<file path="src/rtl/regfile_mp_pkg.sv">
// Shared types and constants for the multi-read-port register file.
// Default widths here are also consumed by the decode stage.
package regfile_mp_pkg;

   localparam int DEF_DATA_W = 32;
   localparam int DEF_DEPTH  = 32;
   localparam int DEF_NUM_RD = 2;
   localparam int MAX_RD     = 4;

   typedef enum logic [0:0] {
      ST_IDLE  = 1'b0,
      ST_SWEEP = 1'b1
   } state_t;

   // Low bit of port k inside a flattened per-port bus of width w.
   function automatic int unsigned port_lo(input int unsigned k, input int unsigned w);
      return k * w;
   endfunction

endpackage

</file>
<file path="src/rtl/regfile_mp_if.sv">
// Bus bundle between the writeback/decode stages (master) and regfile_mp (slave).
interface regfile_mp_if
   import regfile_mp_pkg::*;
#(
   parameter int DATA_W = DEF_DATA_W,
   parameter int DEPTH  = DEF_DEPTH,
   parameter int NUM_RD = DEF_NUM_RD
) ();

   localparam int ADDR_W = $clog2(DEPTH);

   logic                     wr_en;
   logic [ADDR_W-1:0]        wr_addr;
   logic [DATA_W-1:0]        wr_data;
   logic [NUM_RD*ADDR_W-1:0] rd_addr;
   logic [NUM_RD*DATA_W-1:0] rd_data;
   logic [NUM_RD-1:0]        rd_pend;
   logic                     alloc_en;
   logic [ADDR_W-1:0]        alloc_addr;
   logic                     clr_req;
   logic                     busy;
   logic                     clr_done;

   modport master (
      output wr_en, wr_addr, wr_data, rd_addr, alloc_en, alloc_addr, clr_req,
      input  rd_data, rd_pend, busy, clr_done
   );

   modport slave (
      input  wr_en, wr_addr, wr_data, rd_addr, alloc_en, alloc_addr, clr_req,
      output rd_data, rd_pend, busy, clr_done
   );

endinterface

</file>
<file path="src/rtl/regfile_mp_rdport.sv">
// One read port: pend lookup, optional write-to-read bypass, zero-register mask.
// Bypass compiled in with `define REGFILE_MP_BYPASS_EN.
module regfile_mp_rdport
   import regfile_mp_pkg::*;
#(
   parameter int DATA_W   = DEF_DATA_W,
   parameter int DEPTH    = DEF_DEPTH,
   parameter int ZERO_REG = 1,
   parameter int ADDR_W   = $clog2(DEPTH)
) (
   input  logic [ADDR_W-1:0] i_addr,
   input  logic [DATA_W-1:0] i_mem_data,
   input  logic [DEPTH-1:0]  i_pend,
`ifdef REGFILE_MP_BYPASS_EN
   input  logic              i_wr_fwd,
   input  logic [ADDR_W-1:0] i_wr_addr,
   input  logic [DATA_W-1:0] i_wr_data,
   input  logic              i_alloc_fwd,
   input  logic [ADDR_W-1:0] i_alloc_addr,
`endif
   output logic [DATA_W-1:0] o_data,
   output logic              o_pend
);

   logic w_zero;

   assign w_zero = (ZERO_REG != 0) && (i_addr == '0);

   always_comb begin
      // NOTE: every output gets a default first so no path can infer a latch.
      o_data = i_mem_data;
      o_pend = i_pend[i_addr];
`ifdef REGFILE_MP_BYPASS_EN
      // A same-cycle alloc to the written register means a new producer, so it stays pending.
      if (i_wr_fwd && (i_addr == i_wr_addr)) begin
         o_data = i_wr_data;
         o_pend = i_alloc_fwd && (i_alloc_addr == i_wr_addr);
      end
`endif
      if (w_zero) begin
         o_data = '0;
         o_pend = 1'b0;
      end
   end

endmodule

</file>
<file path="src/rtl/regfile_mp.sv">
// Multi-read-port register file with pending scoreboard and sequential clear sweep.
// Optional same-cycle write bypass: `define REGFILE_MP_BYPASS_EN.
module regfile_mp
   import regfile_mp_pkg::*;
#(
   parameter int DATA_W   = DEF_DATA_W,
   parameter int DEPTH    = DEF_DEPTH,
   parameter int NUM_RD   = DEF_NUM_RD,
   parameter int ZERO_REG = 1
) (
   input  logic         clk,
   input  logic         reset_n,
   regfile_mp_if.slave  bus
);

   localparam int ADDR_W = $clog2(DEPTH);

   state_t            r_state;
   logic [ADDR_W-1:0] r_cnt;
   logic              r_busy;
   logic              r_clr_done;
   logic [DATA_W-1:0] r_mem [DEPTH];
   logic [DEPTH-1:0]  r_pend;

   logic              w_wr_fire;
   logic              w_alloc_fire;
   logic [DATA_W-1:0] w_rd_data [NUM_RD];
   logic [NUM_RD-1:0] w_rd_pend;

   assign w_wr_fire    = bus.wr_en && !r_busy &&
                         ((ZERO_REG == 0) || (bus.wr_addr != '0));
   assign w_alloc_fire = bus.alloc_en && !r_busy &&
                         ((ZERO_REG == 0) || (bus.alloc_addr != '0));

   assign bus.busy     = r_busy;
   assign bus.clr_done = r_clr_done;

   always_ff @(posedge clk or negedge reset_n) begin
      if (!reset_n) begin
         r_state    <= ST_IDLE;
         r_cnt      <= '0;
         r_busy     <= 1'b0;
         r_clr_done <= 1'b0;
      end else begin
         case (r_state)
            ST_IDLE: begin
               r_clr_done <= 1'b0;
               if (bus.clr_req) begin
                  r_state <= ST_SWEEP;
                  r_cnt   <= '0;
                  r_busy  <= 1'b1;
               end
            end
            ST_SWEEP: begin
               r_cnt      <= r_cnt + 1'b1;
               // Registered pulse lands on the cycle where cnt == DEPTH-1.
               r_clr_done <= (r_cnt == ADDR_W'(DEPTH - 2));
               if (r_cnt == ADDR_W'(DEPTH - 1)) begin
                  r_state <= ST_IDLE;
                  r_busy  <= 1'b0;
               end
            end
            default: begin
               r_state <= ST_IDLE;
               r_busy  <= 1'b0;
            end
         endcase
      end
   end

   // NOTE: the storage array is reset on purpose; every register must read 0 after reset,
   // which rules out a RAM macro and keeps this a flop array.
   always_ff @(posedge clk or negedge reset_n) begin
      if (!reset_n) begin
         for (int i = 0; i < DEPTH; i++) begin
            r_mem[i] <= '0;
         end
      end else if (r_state == ST_SWEEP) begin
         r_mem[r_cnt] <= '0;
      end else if (w_wr_fire) begin
         r_mem[bus.wr_addr] <= bus.wr_data;
      end
   end

   always_ff @(posedge clk or negedge reset_n) begin
      if (!reset_n) begin
         r_pend <= '0;
      end else if (r_state == ST_SWEEP) begin
         r_pend[r_cnt] <= 1'b0;
      end else begin
         // NOTE: with non-blocking assignments the last one in program order wins,
         // so a same-address alloc overrides the retire clear.
         if (w_wr_fire) begin
            r_pend[bus.wr_addr] <= 1'b0;
         end
         if (w_alloc_fire) begin
            r_pend[bus.alloc_addr] <= 1'b1;
         end
      end
   end

   for (genvar k = 0; k < NUM_RD; k++) begin : g_rd
      logic [ADDR_W-1:0] w_addr;

      assign w_addr = bus.rd_addr[port_lo(k, ADDR_W) +: ADDR_W];

      regfile_mp_rdport #(
         .DATA_W   (DATA_W),
         .DEPTH    (DEPTH),
         .ZERO_REG (ZERO_REG),
         .ADDR_W   (ADDR_W)
      ) u_rdport (
         .i_addr       (w_addr),
         .i_mem_data   (r_mem[w_addr]),
         .i_pend       (r_pend),
`ifdef REGFILE_MP_BYPASS_EN
         .i_wr_fwd     (w_wr_fire),
         .i_wr_addr    (bus.wr_addr),
         .i_wr_data    (bus.wr_data),
         .i_alloc_fwd  (w_alloc_fire),
         .i_alloc_addr (bus.alloc_addr),
`endif
         .o_data       (w_rd_data[k]),
         .o_pend       (w_rd_pend[k])
      );
   end

   always_comb begin
      bus.rd_data = '0;
      bus.rd_pend = '0;
      for (int k = 0; k < NUM_RD; k++) begin
         bus.rd_data[port_lo(k, DATA_W) +: DATA_W] = w_rd_data[k];
         bus.rd_pend[k]                            = w_rd_pend[k];
      end
   end

endmodule

</file>
<file path="src/flat_wrapper.sv">
// flat-port wrapper written by rule: the top's interface ports become plain ports
module regfile_mp_flat import regfile_mp_pkg::*;
#(
   parameter int DATA_W   = DEF_DATA_W,
   parameter int DEPTH    = DEF_DEPTH,
   parameter int NUM_RD   = DEF_NUM_RD,
   parameter int ZERO_REG = 1
)
  (clk, reset_n, bus_wr_en, bus_wr_addr, bus_wr_data, bus_rd_addr, bus_alloc_en, bus_alloc_addr, bus_clr_req, bus_rd_data, bus_rd_pend, bus_busy, bus_clr_done);
  regfile_mp_if #(.DATA_W(DATA_W), .DEPTH(DEPTH), .NUM_RD(NUM_RD)) bus_i ();
  input  logic clk;
  input  logic reset_n;
  input wire logic [$bits(bus_i.wr_en)-1:0] bus_wr_en;
  input wire logic [$bits(bus_i.wr_addr)-1:0] bus_wr_addr;
  input wire logic [$bits(bus_i.wr_data)-1:0] bus_wr_data;
  input wire logic [$bits(bus_i.rd_addr)-1:0] bus_rd_addr;
  input wire logic [$bits(bus_i.alloc_en)-1:0] bus_alloc_en;
  input wire logic [$bits(bus_i.alloc_addr)-1:0] bus_alloc_addr;
  input wire logic [$bits(bus_i.clr_req)-1:0] bus_clr_req;
  output wire logic [$bits(bus_i.rd_data)-1:0] bus_rd_data;
  output wire logic [$bits(bus_i.rd_pend)-1:0] bus_rd_pend;
  output wire logic [$bits(bus_i.busy)-1:0] bus_busy;
  output wire logic [$bits(bus_i.clr_done)-1:0] bus_clr_done;
  assign bus_i.wr_en = bus_wr_en;
  assign bus_i.wr_addr = bus_wr_addr;
  assign bus_i.wr_data = bus_wr_data;
  assign bus_i.rd_addr = bus_rd_addr;
  assign bus_i.alloc_en = bus_alloc_en;
  assign bus_i.alloc_addr = bus_alloc_addr;
  assign bus_i.clr_req = bus_clr_req;
  assign bus_rd_data = bus_i.rd_data;
  assign bus_rd_pend = bus_i.rd_pend;
  assign bus_busy = bus_i.busy;
  assign bus_clr_done = bus_i.clr_done;
  regfile_mp #(.DATA_W(DATA_W), .DEPTH(DEPTH), .NUM_RD(NUM_RD), .ZERO_REG(ZERO_REG)) u_core (.clk(clk), .reset_n(reset_n), .bus(bus_i));
endmodule
</file>
<file path="config.mk">
export PLATFORM = sky130hd
export DESIGN_NAME = regfile_mp_flat
export DESIGN_NICKNAME = d
export VERILOG_FILES = /design/src/rtl/regfile_mp_pkg.sv /design/src/rtl/regfile_mp_if.sv /design/src/rtl/regfile_mp_rdport.sv /design/src/rtl/regfile_mp.sv /design/src/flat_wrapper.sv
export SDC_FILE = /design/constraint.sdc
export NUM_CORES = 2
export LEC_CHECK = 0
export CAP_MARGIN = 0
export CORE_MARGIN = 2
export CORE_UTILIZATION = 45
export CTS_CLUSTER_DIAMETER = 80
export DETAILED_ROUTE_END_ITERATION = 12
export SLEW_MARGIN = 20
export SYNTH_ARGS = -nofsm -noshare
export SYNTH_HDL_FRONTEND = slang
export SYNTH_SLANG_ARGS = --single-unit
</file>
<file path="constraint.sdc">
create_clock -name clk -period 7.3 [get_ports clk]
set_input_delay 1.46 -clock clk [delete_from_list [all_inputs] [get_ports clk]]
set_output_delay 1.46 -clock clk [all_outputs]
set_load 0.1 [all_outputs]
</file>
### Word level (Yosys, flattened, before mapping)

Index checks and enable logic that the tools add are counted.
Widths: inputs -> output; s select.

* $add $sub $neg: 1
* multiply operators: 0
* div/mod/pow operators: 0
* order comparisons: 14
* equality and inequality tests: 4
* shifts and indexed selects: 0
* multiplexer cells: 40
* bitwise logic cells: 12
* reductions and logical operators: 16

Operator list (number)
* $mux 1024: 2
* $and 1024x1024->1024: 1
* $bwmux 1024: 1
* $not 1024->1024: 1
* $mux 32: 12
* $bmux 32 s5: 2
* $demux 32 s5: 2
* $and 32x32->32: 2
* $not 32->32: 2
* $or 32x32->32: 1
* $lt 5x6->1 const B: 5
* $ge 6x6->1 const B: 4
* $not 5->6: 4
* $demux 1 s5: 3
* $ge 5x1->1 const B: 3
* $lt 6x1->1 const B: 2
* $mux 1: 11
* $bmux 1 s5: 2
* $eq 5x5->1 const B: 2
* $logic_not 5->1: 2
* $pmux 5 s2: 1
* $reduce_bool 5->1: 2
* $logic_and 1x1->1: 9
* $pmux 1 s2: 3
* 7 further kinds: 8

* bits in registers: 1064
* latch bits: 0
* memory bits (writable): 0
* ROM bits: 0
* output and inout bits: 68
* logic and storage cells: 124
* memories kept: 0

### Depth between registers and ports, before layout

* word-level depth: 11
* gate-level depth with buffers: 9
* gate-level depth less buffers: 5

### Hierarchy

From an unflattened synthesis, not the netlist that was laid out.

* cells, all modules: 6188
* area total of the unflattened synthesis: 58610.0 sq um

By module, submodules not included
* regfile_mp: times used 1, cells each 6060, area each 57426.3 sq um
* regfile_mp_rdport: times used 2, cells each 64, area each 591.8 sq um

### Worst setup path after synthesis

No wires, ideal clock.

* kind: in2out
* from: input bus_rd_addr[1]
* to: output bus_rd_data[29]
* arrival time: 5211 ps
* required time: 5840 ps
* setup slack: 629 ps
* stages on the path: 8
* path through: clkbuf_1 buf_2 buf_4 nor2_1 clkbuf_1 a221oi_1 o21ai_1 a311oi_1

* cells in the longest elaborated chain, start to end: 5
* elaborated cells on any way between the ends: 6

RTL lines
* from (decl): line flat_wrapper.sv:16 `input wire logic [$bits(bus_i.rd_addr)-1:0] bus_rd_addr;`
* $not 5->6 (not written as such): line regfile_mp.sv:114 `.i_mem_data (r_mem[w_addr]),`
* $bmux 32 s5: line regfile_mp.sv:114
* $mux 32 (not written as such) (2 in series): line regfile_mp.sv:114
* $mux 32 *: line regfile_mp_rdport.sv:40 `if (w_zero) begin`
* to (decl): line flat_wrapper.sv:20 `output wire logic [$bits(bus_i.rd_data)-1:0] bus_rd_data;`

Every way passes the cells marked *; elsewhere a longest branch is shown, timed or not. The select of a mux whose other input is x is not followed.

### Worst setup path in the final report

* from: input bus_rd_addr[8]
* to: output bus_rd_data[43]

The elaborated chain is that of the path after synthesis.

==> impl_metrics.json <==
{
  "grtUsageTotal_pct": 35.1,
  "cts_resized": 0,
  "p_comb_share_pct": 17.9,
  "clock_skew_ns": 0.0223,
  "setup_tns_ns": 0,
  "synth_compound_area_share_pct": 21.7,
  "dr.pass1.iters": 8,
  "placed_area_um2": 58700,
  "path_max_fanout": 28,
  "dieArea_um2": 125000,
  "synth_edf_count": 0,
  "synth_top_family_by_area": "multiplexers",
  "p_leak_nw": 27.3,
  "p_sw_share_pct": 30.9,
  "worst_slew_pin_slew_ns": 1.26,
  "grt_start_max_net_pins": 166,
  "postCtsSetupBuffers": 0,
  "fmax_mhz": 159,
  "relSlewSlack_pct": 15.7,
  "muxShareOfSynthArea_pct": 22.7,
  "cts_buffers": 116,
  "htreeDepth": 3,
  "clockRootBuffer": "clkbuf_16",
  "p_per_area_nw_per_um2": 245,
  "r2r-start": "u_core.r_state",
  "netlist.area_leader.share_pct": 48.5,
  "syn_area_per_cell_um2": 13.8,
  "cts_tree": "built",
  "grt_remaining_overflow": 0,
  "rr_endpoint": "u_core.r_mem[648]",
  "yosysSeqAreaShare_pct": 48.5,
  "synthAdderAreaFrac_pct": 0.114,
  "cap_violations": 0,
  "p_switching_w": 0.00474,
  "antenna_found_initial": 12,
  "hold_viol_final": 0,
  "pwr-share-seq_pct": 41.1,
  "drt_wl_total_um": 221000,
  "grt_pass1_vias": 42495,
  "start_kind": "primary input",
  "critPathKind": "in -> out",
  "min_path_type": "reg -> reg",
  "fin_crit_ns": 6.28,
  "worst-r2r-cell-count": 7,
  "gp_congestion": 0.879,
  "synth_area_leaders": "dfrtp_1 48%, mux4_2 19%, a22o_1 16%",
  "critPathRequiredTime_ns": 5.84,
  "worst_setup_path_end_kind": "output pin",
  "r2r_slack_ns": 3.20,
  "viasPerCell": 7.60,
  "postSynth.asyncResetShare_pct": 100,
  "start_util_pct": 45.2,
  "design.core.area_um2": 121000,
  "clk_path_buf_depth": 3,
  "final_util_pct": 51.7,
  "status": "complete, no violations",
  "rows": 128,
  "die_w_um": 353,
  "hp-start": "u_core.r_mem[1015]",
  "peakVddDrop_uv": 227,
  "design_area_um2": 62800,
  "grt_pass1_wl_um": 318000,
  "ys_ff_latch": 1064,
  "ant_nets": 0,
  "ys_warn_count": 0,
  "wire_per_inst_um": 39.5,
  "cp_data_arrival_time_ns": 4.82,
  "finalSetupViolCount": 0,
  "rsz0062_at_grt": "no",
  "dpl.hpwl_um": 124000,
  "drc": 0,
  "finalCritPeriodShare_pct": 86.0,
  "syn_inst": 3977,
  "final_cell_mix": "1,064 x dfrtp_1, 988 x a22o_1, 462 x mux4_2, 139 x buf_4, 132 x mux2i_1",
  "synth_fp_nets": 4039,
  "yosysTopAreaCell": "dfrtp_1",
  "ios": 125,
  "path_clk_slew_ns": 0.06,
  "netlist_area_um2": 54900,
  "final_common_cell": "dfrtp_1",
  "yosys_most_used_dff": "dfrtp_1",
  "hold_depth": 1,
  "drtIter0Drc": 5933,
  "synth_xor_area_share_pct": 0.0319,
  "hold_buffers": 0,
  "port_buffers": 124,
  "die_h_um": 353,
  "report.final.slew_viol_count": 0,
  "clk_latency_ns": 0.72,
  "clkPwrFrac_pct": 41.0,
  "syn_to_final_growth_pct": 14.3,
  "synth_simple_gate_area_share_pct": 3.04,
  "p_int_w": 0.0106,
  "finish.net_count": 3921,
  "hold_end": "u_core.r_mem[1015]",
  "vias": 42472,
  "cts_sinks": 1064,
  "synth_cell_types": 48,
  "drive_gt1_share_pct": 26.7
}
## per-stage QoR
stage | hold WS (ns) | cells | total power, W | worst slack [ns]
2_1_floorplan | 0.467 | 3977 | 0.00779 | 0.629
3_3_place_gp | 0.484 | 5364 | 0.00906 | 1.26
3_5_place_dp | 0.489 | 5365 | 0.00908 | 1.20
4_1_cts | 0.506 | 5583 | 0.0153 | 1.20
5_1_grt | 0.519 | 5587 | 0.0157 | 1.09
6_report | 0.503 | 5591 | 0.0154 | 1.02
## final cells by class
cell class,count,area [um^2]
Multi-Input combinational cell,2386,26700
Antenna cell,7,17.5
Clock buffer,173,3560
Tap cell,1625,2030
Timing Repair Buffer,282,3300
Inverter,9,38.8
Sequential cell,1064,26600
Fill cell,10210,58600
Clock inverter,45,518
## critical path: stages
cell and delay, ns:
buf_2 0.81, nor2b_4 0.80, buf_4 0.42, a22oi_1 0.19
a311oi_1 0.81, buf_12 0.26
## registers in the layout, summed over array words and instances (netlist names)
signal	count
u_core.r_mem	1024
u_core.r_pend	32
u_core.r_cnt	5
u_core.bus.busy	1
u_core.bus.clr_done	1
u_core.r_state	1
## power groups by stage
stage	Clock, W	Combinational, W	Sequential [W]
after floorplan	0	0.00144	0.00635
after global placement	0	0.00266	0.00640
after detailed placement	0	0.00268	0.00641
after CTS	0.00633	0.00268	0.00630
after global routing	0.00657	0.00280	0.00634
final	0.00631	0.00275	0.00632
## cells by family after synthesis
group	after synthesis
AOI/OAI and AO/OA	1441
xor gates and xnor gates	2
adders and majority gates	5
buffers and inverters	527
DFF	1064
muxes	660
and+or+nand+nor	278
## Yosys cell counts, types with 2 or more instances
cell	number
ha_1	5
a311oi_1	66
buf_2	146
nor3b_1	5
inv_2	3
and3b_1	3
nand2_1	76
a211oi_1	66
a22o_1	988
o2111ai_1	17
o21ai_1	57
clkbuf_1	345
nor2b_1	71
nand3b_1	4
or3b_1	4
a2bb2oi_1	32
nor3_1	15
a21oi_1	31
a221oi_1	49
a32o_1	2
a22oi_1	66
and3_1	3
mux2_2	66
and2_1	40
or2_1	3
buf_1	22
o21ai_0	63
mux4_2	462
or4_1	2
nor2_1	18
nor4_4	6
buf_4	4
nand3_1	4
inv_1	6
nand2b_1	7
nor3_2	14
mux2i_1	132
dfrtp_1	1064
## worst max path at each step
stage	slack, ns	cells after the start	start	end
2_1_floorplan	0.63	8	bus_rd_addr[1]	bus_rd_data[29]
3_3_place_gp	1.26	6	bus_rd_addr[8]	bus_rd_data[43]
3_5_place_dp	1.20	7	bus_rd_addr[8]	bus_rd_data[43]
4_1_cts	1.20	7	bus_rd_addr[8]	bus_rd_data[43]
5_1_grt	1.09	7	bus_rd_addr[8]	bus_rd_data[43]
6_report	1.02	6	bus_rd_addr[8]	bus_rd_data[43]
## metal layers
| metal | vias to the layer above | track usage (%) | wire [um] |
|---|---|---|---|
| met5 | - | 0 | 84 |
| met4 | 12 | 18.2 | 12900 |
| met3 | 743 | 12.6 | 28900 |
| met2 | 3315 | 50.1 | 95300 |
| met1 | 22440 | 47.2 | 83800 |
| li1 | 15962 | - | - |
Power figures use the tool's default switching activity.
